**src/rtl/dem_gpg_timer_if.sv**
```systemverilog
// Signal bundle between the enable generator / control panel (master) and the
// dem_gpg_timer counter (slave); field values flow back to the display formatter.
interface dem_gpg_timer_if #(
    parameter int W = 7
);
    // Strobe semantics: ena_tick, ena5hz, start, stop and clr are single-cycle
    // pulses sampled on the falling clock edge; there is no ready/backpressure,
    // the timer consumes every strobe on the edge it is seen. ena_up, ena_dw,
    // gt_mod and dir are levels sampled on the same edge.
    logic         ena_tick;
    logic         ena5hz;
    logic         ena_up;
    logic         ena_dw;
    logic [1:0]   gt_mod;
    logic         dir;
    logic         start;
    logic         stop;
    logic         clr;
    logic [W-1:0] ptgiay;
    logic [W-1:0] giay;
    logic [W-1:0] phut;
    logic [W-1:0] gio;
    logic         done;
    logic [1:0]   state;

    modport master (
        output ena_tick, ena5hz, ena_up, ena_dw, gt_mod, dir, start, stop, clr,
        input  ptgiay, giay, phut, gio, done, state
    );

    modport slave (
        input  ena_tick, ena5hz, ena_up, ena_dw, gt_mod, dir, start, stop, clr,
        output ptgiay, giay, phut, gio, done, state
    );
endinterface

```
**src/rtl/dem_gpg_timer.sv**
```systemverilog
// Up/down stopwatch-timer with hundredths/seconds/minutes/hours fields,
// per-field adjust and a STOP/RUN/DONE control FSM; all state moves on the falling edge.
module dem_gpg_timer #(
    parameter int SUB_MOD  = 100,
    parameter int HOUR_MOD = 24,
    parameter int W        = 7
) (
    input  logic             i_ckht,
    input  logic             i_rst,
    dem_gpg_timer_if.slave   bus
);

    typedef enum logic [1:0] {
        ST_STOP = 2'b00,
        ST_RUN  = 2'b01,
        ST_DONE = 2'b10
    } state_t;

    localparam logic [W-1:0] L_ZERO     = '0;
    localparam logic [W-1:0] L_ONE      = W'(1);
    localparam logic [W-1:0] L_SUB_MAX  = W'(SUB_MOD - 1);
    localparam logic [W-1:0] L_SEC_MAX  = W'(59);
    localparam logic [W-1:0] L_HOUR_MAX = W'(HOUR_MOD - 1);

    state_t       r_state;
    logic         r_dir;
    logic [W-1:0] r_pt;
    logic [W-1:0] r_s;
    logic [W-1:0] r_m;
    logic [W-1:0] r_h;

    state_t       w_state_nx;
    logic         w_dir_nx;
    logic [W-1:0] w_pt_nx;
    logic [W-1:0] w_s_nx;
    logic [W-1:0] w_m_nx;
    logic [W-1:0] w_h_nx;

    logic [W-1:0] w_up_pt;
    logic [W-1:0] w_up_s;
    logic [W-1:0] w_up_m;
    logic [W-1:0] w_up_h;
    logic [W-1:0] w_dn_pt;
    logic [W-1:0] w_dn_s;
    logic [W-1:0] w_dn_m;
    logic [W-1:0] w_dn_h;
    logic [W-1:0] w_adj_pt;
    logic [W-1:0] w_adj_s;
    logic [W-1:0] w_adj_m;
    logic [W-1:0] w_adj_h;

    logic w_all_zero;
    logic w_dn_zero;
    logic w_adj_req;

    assign w_all_zero = (r_pt == L_ZERO) && (r_s == L_ZERO) &&
                        (r_m == L_ZERO) && (r_h == L_ZERO);
    assign w_dn_zero  = (w_dn_pt == L_ZERO) && (w_dn_s == L_ZERO) &&
                        (w_dn_m == L_ZERO) && (w_dn_h == L_ZERO);
    assign w_adj_req  = bus.ena5hz && (bus.gt_mod != 2'b00) &&
                        (bus.ena_up || bus.ena_dw);

    // Count-up carry cascade: each field only advances when all lower fields wrap.
    always_comb begin
        w_up_pt = r_pt + L_ONE;
        w_up_s  = r_s;
        w_up_m  = r_m;
        w_up_h  = r_h;
        if (r_pt == L_SUB_MAX) begin
            w_up_pt = L_ZERO;
            w_up_s  = r_s + L_ONE;
            if (r_s == L_SEC_MAX) begin
                w_up_s = L_ZERO;
                w_up_m = r_m + L_ONE;
                if (r_m == L_SEC_MAX) begin
                    w_up_m = L_ZERO;
                    w_up_h = (r_h == L_HOUR_MAX) ? L_ZERO : r_h + L_ONE;
                end
            end
        end
    end

    // Count-down borrow cascade; only used when the total is non-zero, so gio never underflows.
    always_comb begin
        w_dn_pt = r_pt - L_ONE;
        w_dn_s  = r_s;
        w_dn_m  = r_m;
        w_dn_h  = r_h;
        if (r_pt == L_ZERO) begin
            w_dn_pt = L_SUB_MAX;
            w_dn_s  = r_s - L_ONE;
            if (r_s == L_ZERO) begin
                w_dn_s = L_SEC_MAX;
                w_dn_m = r_m - L_ONE;
                if (r_m == L_ZERO) begin
                    w_dn_m = L_SEC_MAX;
                    w_dn_h = r_h - L_ONE;
                end
            end
        end
    end

    // Single-field adjust with local wrap; a seconds step also re-zeroes the hundredths.
    always_comb begin
        w_adj_pt = r_pt;
        w_adj_s  = r_s;
        w_adj_m  = r_m;
        w_adj_h  = r_h;
        case (bus.gt_mod)
            2'b01: begin
                w_adj_pt = L_ZERO;
                if (bus.ena_up) begin
                    w_adj_s = (r_s == L_SEC_MAX) ? L_ZERO : r_s + L_ONE;
                end else begin
                    w_adj_s = (r_s == L_ZERO) ? L_SEC_MAX : r_s - L_ONE;
                end
            end
            2'b10: begin
                if (bus.ena_up) begin
                    w_adj_m = (r_m == L_SEC_MAX) ? L_ZERO : r_m + L_ONE;
                end else begin
                    w_adj_m = (r_m == L_ZERO) ? L_SEC_MAX : r_m - L_ONE;
                end
            end
            2'b11: begin
                if (bus.ena_up) begin
                    w_adj_h = (r_h == L_HOUR_MAX) ? L_ZERO : r_h + L_ONE;
                end else begin
                    w_adj_h = (r_h == L_ZERO) ? L_HOUR_MAX : r_h - L_ONE;
                end
            end
            default: begin
            end
        endcase
    end

    // Control FSM next state and field selection; clr > stop > start > tick.
    always_comb begin
        w_state_nx = r_state;
        w_dir_nx   = r_dir;
        w_pt_nx    = r_pt;
        w_s_nx     = r_s;
        w_m_nx     = r_m;
        w_h_nx     = r_h;
        if (bus.clr) begin
            w_state_nx = ST_STOP;
            w_pt_nx    = L_ZERO;
            w_s_nx     = L_ZERO;
            w_m_nx     = L_ZERO;
            w_h_nx     = L_ZERO;
        end else begin
            case (r_state)
                ST_STOP: begin
                    if (bus.start && !bus.stop) begin
                        w_dir_nx   = bus.dir;
                        w_state_nx = (bus.dir && w_all_zero) ? ST_DONE : ST_RUN;
                    end else if (w_adj_req) begin
                        w_pt_nx = w_adj_pt;
                        w_s_nx  = w_adj_s;
                        w_m_nx  = w_adj_m;
                        w_h_nx  = w_adj_h;
                    end
                end
                ST_RUN: begin
                    if (bus.stop) begin
                        w_state_nx = ST_STOP;
                    end else if (bus.ena_tick) begin
                        if (!r_dir) begin
                            w_pt_nx = w_up_pt;
                            w_s_nx  = w_up_s;
                            w_m_nx  = w_up_m;
                            w_h_nx  = w_up_h;
                        end else if (w_all_zero) begin
                            w_state_nx = ST_DONE;
                        end else begin
                            w_pt_nx = w_dn_pt;
                            w_s_nx  = w_dn_s;
                            w_m_nx  = w_dn_m;
                            w_h_nx  = w_dn_h;
                            if (w_dn_zero) begin
                                w_state_nx = ST_DONE;
                            end
                        end
                    end
                end
                ST_DONE: begin
                    if (w_adj_req) begin
                        w_state_nx = ST_STOP;
                        w_pt_nx    = w_adj_pt;
                        w_s_nx     = w_adj_s;
                        w_m_nx     = w_adj_m;
                        w_h_nx     = w_adj_h;
                    end
                end
                default: begin
                    w_state_nx = ST_STOP;
                end
            endcase
        end
    end

    always_ff @(negedge i_ckht or negedge i_rst) begin
        if (!i_rst) begin
            r_state <= ST_STOP;
            r_dir   <= 1'b0;
            r_pt    <= L_ZERO;
            r_s     <= L_ZERO;
            r_m     <= L_ZERO;
            r_h     <= L_ZERO;
        end else begin
            r_state <= w_state_nx;
            r_dir   <= w_dir_nx;
            r_pt    <= w_pt_nx;
            r_s     <= w_s_nx;
            r_m     <= w_m_nx;
            r_h     <= w_h_nx;
        end
    end

    assign bus.ptgiay = r_pt;
    assign bus.giay   = r_s;
    assign bus.phut   = r_m;
    assign bus.gio    = r_h;
    assign bus.state  = r_state;
    assign bus.done   = (r_state == ST_DONE);

endmodule

```
**src/flat_wrapper.sv**
```systemverilog
// flat-port wrapper written by rule: the top's interface ports become plain ports
module dem_gpg_timer_flat 
#(
    parameter int SUB_MOD  = 100,
    parameter int HOUR_MOD = 24,
    parameter int W        = 7
)
  (i_ckht, i_rst, bus_ena_tick, bus_ena5hz, bus_ena_up, bus_ena_dw, bus_gt_mod, bus_dir, bus_start, bus_stop, bus_clr, bus_ptgiay, bus_giay, bus_phut, bus_gio, bus_done, bus_state);
  dem_gpg_timer_if #(.W(W)) bus_i ();
  input  logic i_ckht;
  input  logic i_rst;
  input wire logic [$bits(bus_i.ena_tick)-1:0] bus_ena_tick;
  input wire logic [$bits(bus_i.ena5hz)-1:0] bus_ena5hz;
  input wire logic [$bits(bus_i.ena_up)-1:0] bus_ena_up;
  input wire logic [$bits(bus_i.ena_dw)-1:0] bus_ena_dw;
  input wire logic [$bits(bus_i.gt_mod)-1:0] bus_gt_mod;
  input wire logic [$bits(bus_i.dir)-1:0] bus_dir;
  input wire logic [$bits(bus_i.start)-1:0] bus_start;
  input wire logic [$bits(bus_i.stop)-1:0] bus_stop;
  input wire logic [$bits(bus_i.clr)-1:0] bus_clr;
  output wire logic [$bits(bus_i.ptgiay)-1:0] bus_ptgiay;
  output wire logic [$bits(bus_i.giay)-1:0] bus_giay;
  output wire logic [$bits(bus_i.phut)-1:0] bus_phut;
  output wire logic [$bits(bus_i.gio)-1:0] bus_gio;
  output wire logic [$bits(bus_i.done)-1:0] bus_done;
  output wire logic [$bits(bus_i.state)-1:0] bus_state;
  assign bus_i.ena_tick = bus_ena_tick;
  assign bus_i.ena5hz = bus_ena5hz;
  assign bus_i.ena_up = bus_ena_up;
  assign bus_i.ena_dw = bus_ena_dw;
  assign bus_i.gt_mod = bus_gt_mod;
  assign bus_i.dir = bus_dir;
  assign bus_i.start = bus_start;
  assign bus_i.stop = bus_stop;
  assign bus_i.clr = bus_clr;
  assign bus_ptgiay = bus_i.ptgiay;
  assign bus_giay = bus_i.giay;
  assign bus_phut = bus_i.phut;
  assign bus_gio = bus_i.gio;
  assign bus_done = bus_i.done;
  assign bus_state = bus_i.state;
  dem_gpg_timer #(.SUB_MOD(SUB_MOD), .HOUR_MOD(HOUR_MOD), .W(W)) u_core (.i_ckht(i_ckht), .i_rst(i_rst), .bus(bus_i));
endmodule
```
**config.mk**
```make
export PLATFORM = sky130hd
export DESIGN_NAME = dem_gpg_timer_flat
export DESIGN_NICKNAME = d
export VERILOG_FILES = /design/src/rtl/dem_gpg_timer_if.sv /design/src/rtl/dem_gpg_timer.sv /design/src/flat_wrapper.sv
export SDC_FILE = /design/constraint.sdc
export NUM_CORES = 1
export LEC_CHECK = 0
export ABC_CLOCK_PERIOD_IN_PS = 7600
export CAP_MARGIN = 40
export CORE_ASPECT_RATIO = 1.4
export CORE_UTILIZATION = 40
export CTS_CLUSTER_DIAMETER = 120
export DETAILED_ROUTE_END_ITERATION = 16
export DONT_BUFFER_PORTS = 1
export PLACE_DENSITY = 0.54
export SLEW_MARGIN = 20
export SYNTH_ARGS = -nofsm -noshare
export SYNTH_HDL_FRONTEND = slang
export SYNTH_SLANG_ARGS = --single-unit
```
**constraint.sdc**
```tcl
create_clock -name i_ckht -period 7.6 [get_ports i_ckht]
set_input_delay 1.14 -clock i_ckht [delete_from_list [all_inputs] [get_ports i_ckht]]
set_output_delay 1.14 -clock i_ckht [all_outputs]
set_load 0.01 [all_outputs]
```
==> results of run 1 <==
[report_power, final]
group          leakage, nW  switching (mW)  internal [mW]
sequential           0.405           0.217          0.226
clock               0.0772          0.0776          0.139
combinational        0.906           0.596          0.373
total                 1.39           0.890          0.739
[logic make-up after synthesis]
| logic type | Yosys count | share of synthesized area (%) |
|---|---|---|
| XOR/XNOR | 7 | 1.72 |
| adder cells (fa/ha/maj) | 13 | 4.57 |
| flip-flops | 31 | 21.8 |
| buffers and inverters | 55 | 7.24 |
| AND/OR/NAND/NOR | 196 | 31.6 |
| multiplexers | 5 | 1.51 |
| AO/OA/AOI/OAI | 171 | 31.6 |
[area by class of cell]
type                            count  area (sq um)
Sequential cell                    31           776
Inverter                           17          63.8
Clock buffer                        8           156
Tap cell                          105           131
Timing Repair Buffer                4          30.0
Fill cell                         918          4920
Multi-Input combinational cell    392          2530
[layer usage]
metal	vias to the layer above	routed length, microns
met2	162	5850
met1	1790	4700
li1	1746	-
met4	0	602
met3	50	700
met5	-	0
[state kept, by name, summed over array words and instances, names as in the netlist]
signal,count
u_core.bus.giay,7
u_core.bus.gio,7
u_core.bus.phut,7
u_core.bus.ptgiay,7
u_core.bus.state,2
u_core.r_dir,1
[placed cells by master, fill, tap and decap left out, types with 9 or more instances in the layout]
master / n
sky130_fd_sc_hd__nand2_1: 37
sky130_fd_sc_hd__a31oi_1: 10
sky130_fd_sc_hd__inv_1: 17
sky130_fd_sc_hd__nand3_1: 19
sky130_fd_sc_hd__nand2b_1: 9
sky130_fd_sc_hd__nor2_1: 47
sky130_fd_sc_hd__o21ai_0: 37
sky130_fd_sc_hd__nor3_1: 15
sky130_fd_sc_hd__o21ai_1: 9
sky130_fd_sc_hd__o22ai_1: 9
sky130_fd_sc_hd__ha_1: 13
sky130_fd_sc_hd__a21oi_1: 36
sky130_fd_sc_hd__dfrtn_1: 31
[how the worst max path moves through the flow]
stage / from / to / depth (start not counted)
after floorplan: bus_ena_up / u_core.bus.giay[3]$_DFFE_NN0P_ / 8
after global routing: bus_stop / u_core.bus.phut[4]$_DFFE_NN0P_ / 7
final: bus_stop / u_core.bus.phut[4]$_DFFE_NN0P_ / 7
after detailed placement: bus_stop / u_core.bus.phut[4]$_DFFE_NN0P_ / 7
after CTS: bus_stop / u_core.bus.phut[4]$_DFFE_NN0P_ / 7
after global placement: bus_stop / u_core.bus.phut[4]$_DFFE_NN0P_ / 7
[critical path, cell delays in order]
cell and delay (ns):
sky130_fd_sc_hd__inv_1 0.05, sky130_fd_sc_hd__a31oi_1 0.28, sky130_fd_sc_hd__o2111ai_1 0.16, sky130_fd_sc_hd__o21ai_1 0.23, sky130_fd_sc_hd__and2_1 0.45, sky130_fd_sc_hd__o21ai_0 0.16, sky130_fd_sc_hd__a22o_1 0.25
[metrics by stage]
| step | util [%] | cell area (sq um) | setup slack, ns |
|---|---|---|---|
| 2_1_floorplan | - | 3560 | 1.12 |
| 3_3_place_gp | 41.0 | 3530 | 0.956 |
| 3_5_place_dp | 41.0 | 3530 | 0.912 |
| 4_1_cts | 42.8 | 3680 | 1.24 |
| 5_1_grt | 42.8 | 3680 | 1.07 |
| 6_report | 42.8 | 3680 | 1.22 |
==> results_tabular.tex, run 1 <==
\begin{tabular}{lr}
\hline
Metric & Value \\
\hline
\multicolumn{2}{l}{\textbf{Placement}} \\
Placed cell count & 549 \\
Final HPWL DP & 8460 microns \\
Weighted congestion at the end of routability-driven global placement & 0.908 \\
Number of port buffers & 0 \\
\multicolumn{2}{l}{\textbf{Synthesis}} \\
Leading post-synthesis cells by cell area & sky130\_fd\_sc\_hd\_\_dfrtn\_1 22\%, sky130\_fd\_sc\_hd\_\_o21ai\_0 5.2\%, sky130\_fd\_sc\_hd\_\_a21oi\_1 5.1\% \\
Leading area contributor after synthesis & sky130\_fd\_sc\_hd\_\_dfrtn\_1 \\
Synth Net Count & 503 \\
Synthesized area & 3560 sq um \\
Cell variety after synth & 80 \\
Seq cells post-synth & 31 \\
Primary flip-flop cell chosen by synthesis mapping & sky130\_fd\_sc\_hd\_\_dfrtn\_1 \\
Post-synthesis async set-or-reset flop share & 100\% \\
Top cell type's share of synthesized area & 21.8\% \\
Number of warnings reported in the yosys synthesis log & 0 \\
Post-Syn Instances & 478 \\
Commonest cells in the synthesized netlist & 47 x sky130\_fd\_sc\_hd\_\_nor2\_1, 37 x sky130\_fd\_sc\_hd\_\_nand2\_1, 37 x sky130\_fd\_sc\_hd\_\_o21ai\_0 \\
Number of enable flip-flop cells after synthesis & 0 \\
Cell with the most instances after synthesis & sky130\_fd\_sc\_hd\_\_nor2\_1 \\
Post-synthesis sequential area ratio & 21.8\% \\
Avg Cell Area, Syn & 7.45 sq um \\
\multicolumn{2}{l}{\textbf{Hold path}} \\
Endpoint with the worst hold slack & u\_core.bus.ptgiay[1]\$\_DFFE\_NN0P\_ \\
Hold crit path type & reg2reg \\
Worst Min Path Start & u\_core.bus.ptgiay[1]\$\_DFFE\_NN0P\_ \\
Number of instances on the worst hold path & 2 \\
\multicolumn{2}{l}{\textbf{Route}} \\
Detailed Routing Iterations Pass 1 & 5 \\
ANT nets after route & 0 \\
Overall routed net length & 11900 microns \\
Per-cell via count in the routed design & 6.73 \\
DRC & 0 \\
Total vias in the final route & 3748 \\
Iteration-0 DRC count of the detailed router & 268 \\
Post-DR wirelength/cell & 21.3 microns \\
\multicolumn{2}{l}{\textbf{Clock network}} \\
CTS Sinks & 31 \\
CTS tree & done \\
H-Tree Level Count & 2 \\
Number of hold buffers added after CTS & 0 \\
Buffers inserted during post-CTS setup optimization & 0 \\
Cts bufs inserted & 5 \\
Clock latency reported for the late side of the worst-skew pair & 0.31 ns \\
CTS Buffer Depth & 2 \\
Root Driver & sky130\_fd\_sc\_hd\_\_clkbuf\_16 \\
Post-cts repair resize count & 0 \\
Clock-pin slew of the registers on the worst-case setup and hold paths & 0.04 ns \\
\multicolumn{2}{l}{\textbf{Critical path}} \\
WP data required & 3.95 ns \\
CP max FO & 14 \\
Depth of the worst register-to-register path & 9 \\
Worst path arrival time & 2.74 ns \\
Critical Path Start Type & input port \\
Capturing point of the worst reg2reg path & u\_core.bus.giay[3]\$\_DFFE\_NN0P\_ \\
Critical register-to-register path startpoint & u\_core.bus.giay[0]\$\_DFFE\_NN0P\_ \\
Worst R2R Setup Slack & approximately 4.2 ns \\
Kind of capture point of the worst setup path & flop \\
Crit Path Category & in2reg \\
\multicolumn{2}{l}{\textbf{Floorplan}} \\
Initial core utilization & between 40\% and 50\% \\
Number of top-level pins & 43 \\
Placeable core region & 8610 sq um \\
Placement row count & 40 \\
Total Die Area & roughly 9300 sq um \\
Floorplan die height & 114 microns \\
Chip width & 81.7 microns \\
\multicolumn{2}{l}{\textbf{Job}} \\
Max Cap Violations & 0 \\
\multicolumn{2}{l}{\textbf{Cells and area}} \\
Number of nets in the final layout & 476 \\
Filler-free cell count of the finished design & 557 \\
Area growth from synthesis to layout & 3.48\% \\
Fraction of layout instances using a drive strength above 1 & 6.86\% \\
Number of antenna cells inserted & 0 \\
\multicolumn{2}{l}{\textbf{Global route}} \\
Pin count of the biggest net entering global routing & 32 \\
Number of global-route vias before repair & 3671 \\
Antenna violations before repair & 0 \\
Most Crowded Layer GR & met2 \\
GRT Residual Overflow & 0 \\
Global-route met2 utilization & 44.0\% \\
GRT met1 Usage & a little under a third \\
First-pass GRT wire length & 19200 microns \\
GRT Total Usage & a little over a quarter \\
Met3 demand-to-capacity share in global routing & 5.04\% \\
\multicolumn{2}{l}{\textbf{Timing}} \\
Final setup violation count & 0 \\
RSZ-0062 raised after global routing & no \\
Largest clock skew in the final design & 0.00342 ns \\
Actual transition at the worst max-transition pin & 0.723 ns \\
Pins Over Slew Limit & 0 \\
Setup TNS & 0 ns \\
Count of final hold-check violations & 0 \\
Worst hold slack & between 0.6 and 0.7 ns \\
Relative slew slack & approximately 52\% \\
\multicolumn{2}{l}{\textbf{Pwr}} \\
Maximum VDD drop & 0.000161 V \\
Final Power & 1.63 mW \\
Pwr per Cell Area & 442 nW/um\^{}2 \\
Leakage power summed over all cells & 1.39 nW \\
\multicolumn{2}{l}{\textbf{Outcome}} \\
Run status & completed \\
\hline
\end{tabular}
Note: power is estimated with default switching activity, not from simulation.
==> inputs of run 2 (changes only) <==
- ABC_CLOCK_PERIOD_IN_PS: 7600 -> 5600
- PLACE_DENSITY: 0.54 -> 0.56
- clock period: 7.6 -> 5.6 ns (I/O delays scaled with it)
==> run 2 against run 1 <==
- combinational power grew 41%
- clock power grew 21%
- global-route usage shrank 0.60 points
- die area is the same
- first-iteration DRC count shrank 11%
- final cell count grew 1.4%
- critical endpoint unchanged
- largest cell class unchanged
- largest power group unchanged
==> results_tabular.tex, run 2 (synthesized netlist as in run 1, its figures left out) <==
\begin{tabular}{lr}
\hline
Metric & Value \\
\hline
\multicolumn{2}{l}{\textbf{Outcome}} \\
Run status & completed \\
\multicolumn{2}{l}{\textbf{Clock network}} \\
Buffers inserted during post-CTS setup optimization & 0 \\
H-Tree Level Count & 2 \\
Post-cts repair resize count & 0 \\
Clock latency reported for the late side of the worst-skew pair & 0.31 ns \\
CTS tree & done \\
CTS Buffer Depth & 2 \\
Cts bufs inserted & 5 \\
Number of hold buffers added after CTS & 0 \\
CTS Sinks & 31 \\
Clock-pin slew of the registers on the worst-case setup and hold paths & 0.04 ns \\
Root Driver & sky130\_fd\_sc\_hd\_\_clkbuf\_16 \\
\multicolumn{2}{l}{\textbf{Critical path}} \\
Max incr delay on CP & 0.38 ns \\
CP max stage cell & sky130\_fd\_sc\_hd\_\_and2\_1 \\
Critical Path Start Type & input port \\
Kind of capture point of the worst setup path & flop \\
Crit Path Category & in2reg \\
Cells traversed along the worst timing path & inv\_1 > a31oi\_1 > o2111ai\_1 > o21ai\_1 > and2\_1 > o21ai\_0 > a22o\_1 \\
WP data required & 2.96 ns \\
CP max FO & 10 \\
Worst path arrival time & roughly 2.3 ns \\
\multicolumn{2}{l}{\textbf{Floorplan}} \\
Total Die Area & 9290 sq um \\
Number of top-level pins & 43 \\
Placement row count & 40 \\
Placeable core region & 8610 sq um \\
Floorplan die height & 114 microns \\
Chip width & 81.7 microns \\
Initial core utilization & 41.4\% \\
\multicolumn{2}{l}{\textbf{Cells and area}} \\
Leading cell type in the layout, fill and taps excluded & sky130\_fd\_sc\_hd\_\_nor2\_1 \\
Top library cells by usage in the layout, fill and taps aside & 47 x sky130\_fd\_sc\_hd\_\_nor2\_1, 37 x sky130\_fd\_sc\_hd\_\_nand2\_1, 37 x sky130\_fd\_sc\_hd\_\_o21ai\_0 \\
Final core occ & 43.4\% \\
Area growth from synthesis to layout & 4.81\% \\
Fraction of layout instances using a drive strength above 1 & 8.48\% \\
Area of the multi-input gates & 2530 sq um \\
Number of nets in the final layout & 486 \\
Flip-flop and latch area & 776 sq um \\
Number of antenna cells inserted & 0 \\
Filler-free cell count of the finished design & 565 \\
Count of fill cells added during filler insertion & around 900 \\
\multicolumn{2}{l}{\textbf{Timing}} \\
Largest clock skew in the final design & 0.00306 ns \\
Post-layout worst setup margin & 0.626 ns \\
Relative slew slack & 50.4\% \\
Count of final hold-check violations & 0 \\
Setup TNS & 0 ns \\
Final setup violation count & 0 \\
Worst hold slack & 0.595 ns \\
RSZ-0062 raised after global routing & no \\
Actual transition at the worst max-transition pin & between 0.7 and 0.8 ns \\
Pins Over Slew Limit & 0 \\
\multicolumn{2}{l}{\textbf{Pwr}} \\
Pwr per Cell Area & a little under 600 nW/um\^{}2 \\
Leakage power summed over all cells & 1.42 nW \\
Maximum VDD drop & 0.000222 V \\
\multicolumn{2}{l}{\textbf{Placement}} \\
Final HPWL DP & 8460 microns \\
Weighted congestion at the end of routability-driven global placement & 0.934 \\
Placed cell count & 559 \\
Number of port buffers & 0 \\
Worst slack at placement & 0.331 ns \\
\multicolumn{2}{l}{\textbf{Route}} \\
Post-DR wirelength/cell & slightly above 20 microns \\
ANT nets after route & 0 \\
Overall routed net length & 11600 microns \\
Total vias in the final route & around 3700 \\
Detailed Routing Iterations Pass 1 & 5 \\
DRC & 0 \\
Iteration-0 DRC count of the detailed router & 239 \\
Per-cell via count in the routed design & $\sim$6.6 \\
\multicolumn{2}{l}{\textbf{Global route}} \\
Number of global-route vias before repair & approximately 3600 \\
First-pass GRT wire length & 18600 microns \\
GRT Residual Overflow & 0 \\
Antenna violations before repair & 0 \\
GRT Total Usage & 26.4\% \\
Pin count of the biggest net entering global routing & 32 \\
\multicolumn{2}{l}{\textbf{Job}} \\
Max Cap Violations & 0 \\
\multicolumn{2}{l}{\textbf{Hold path}} \\
Hold crit path type & reg2reg \\
\hline
\end{tabular}
## run 2: area by class of cell
class / count / share of cell area (%)
timing repair buffer: 14 / 2.82
multi-input combinational: 392 / 67.7
sequential: 31 / 20.8
tap: 105 / 3.52
inverter: 17 / 1.71
clock buffer: 6 / 3.45
## run 2: metal layers
| metal | wire length, microns | global-route usage [%] |
|---|---|---|
| met5 | 0 | 0 |
| met4 | 565 | 16.5 |
| met3 | 601 | 4.72 |
| met2 | 5740 | 43.0 |
| met1 | 4680 | 31.3 |
## run 2: through the flow
stage / cell area, sq um / total power, mW
after CTS: 3730 / 2.19
final: 3730 / 2.20
after global placement: 3600 / 1.91
after detailed placement: 3600 / 1.92
after global routing: 3730 / 2.38
after floorplan: 3560 / 1.60
## run 2: final timing paths
kind | from | end | slack (ns) | depth (start not counted)
setup / recovery | bus_stop | u_core.bus.phut[4]$_DFFE_NN0P_ | 0.63 | 7
hold / removal | u_core.bus.ptgiay[1]$_DFFE_NN0P_ | u_core.bus.ptgiay[1]$_DFFE_NN0P_ | 0.60 | 2
setup reg to reg | u_core.bus.ptgiay[0]$_DFFE_NN0P_ | u_core.bus.state[0]$_DFFE_NN0P_ | 2.23 | 9
hold reg to reg | u_core.bus.ptgiay[1]$_DFFE_NN0P_ | u_core.bus.ptgiay[1]$_DFFE_NN0P_ | 0.60 | 2
max in group asynchronous | i_rst | u_core.bus.phut[0]$_DFFE_NN0P_ | 2.57 | 0
min in group asynchronous | i_rst | u_core.bus.giay[1]$_DFFE_NN0P_ | 2.91 | 0
## run 2: worst max-delay path: cells and delay by family
| family | cells | cell delay, ns |
|---|---|---|
| compound gates | 5 | 1.05 |
| buf+inv | 1 | 0.05 |
| simple gates | 1 | 0.38 |
## run 2: report_power, final
part | internal (mW) | switching (mW) | total, mW
combinational | 0.538 | 0.835 | 1.37
clock | 0.160 | 0.104 | 0.263
sequential | 0.308 | 0.255 | 0.563
total | 1.01 | 1.19 | 2.20
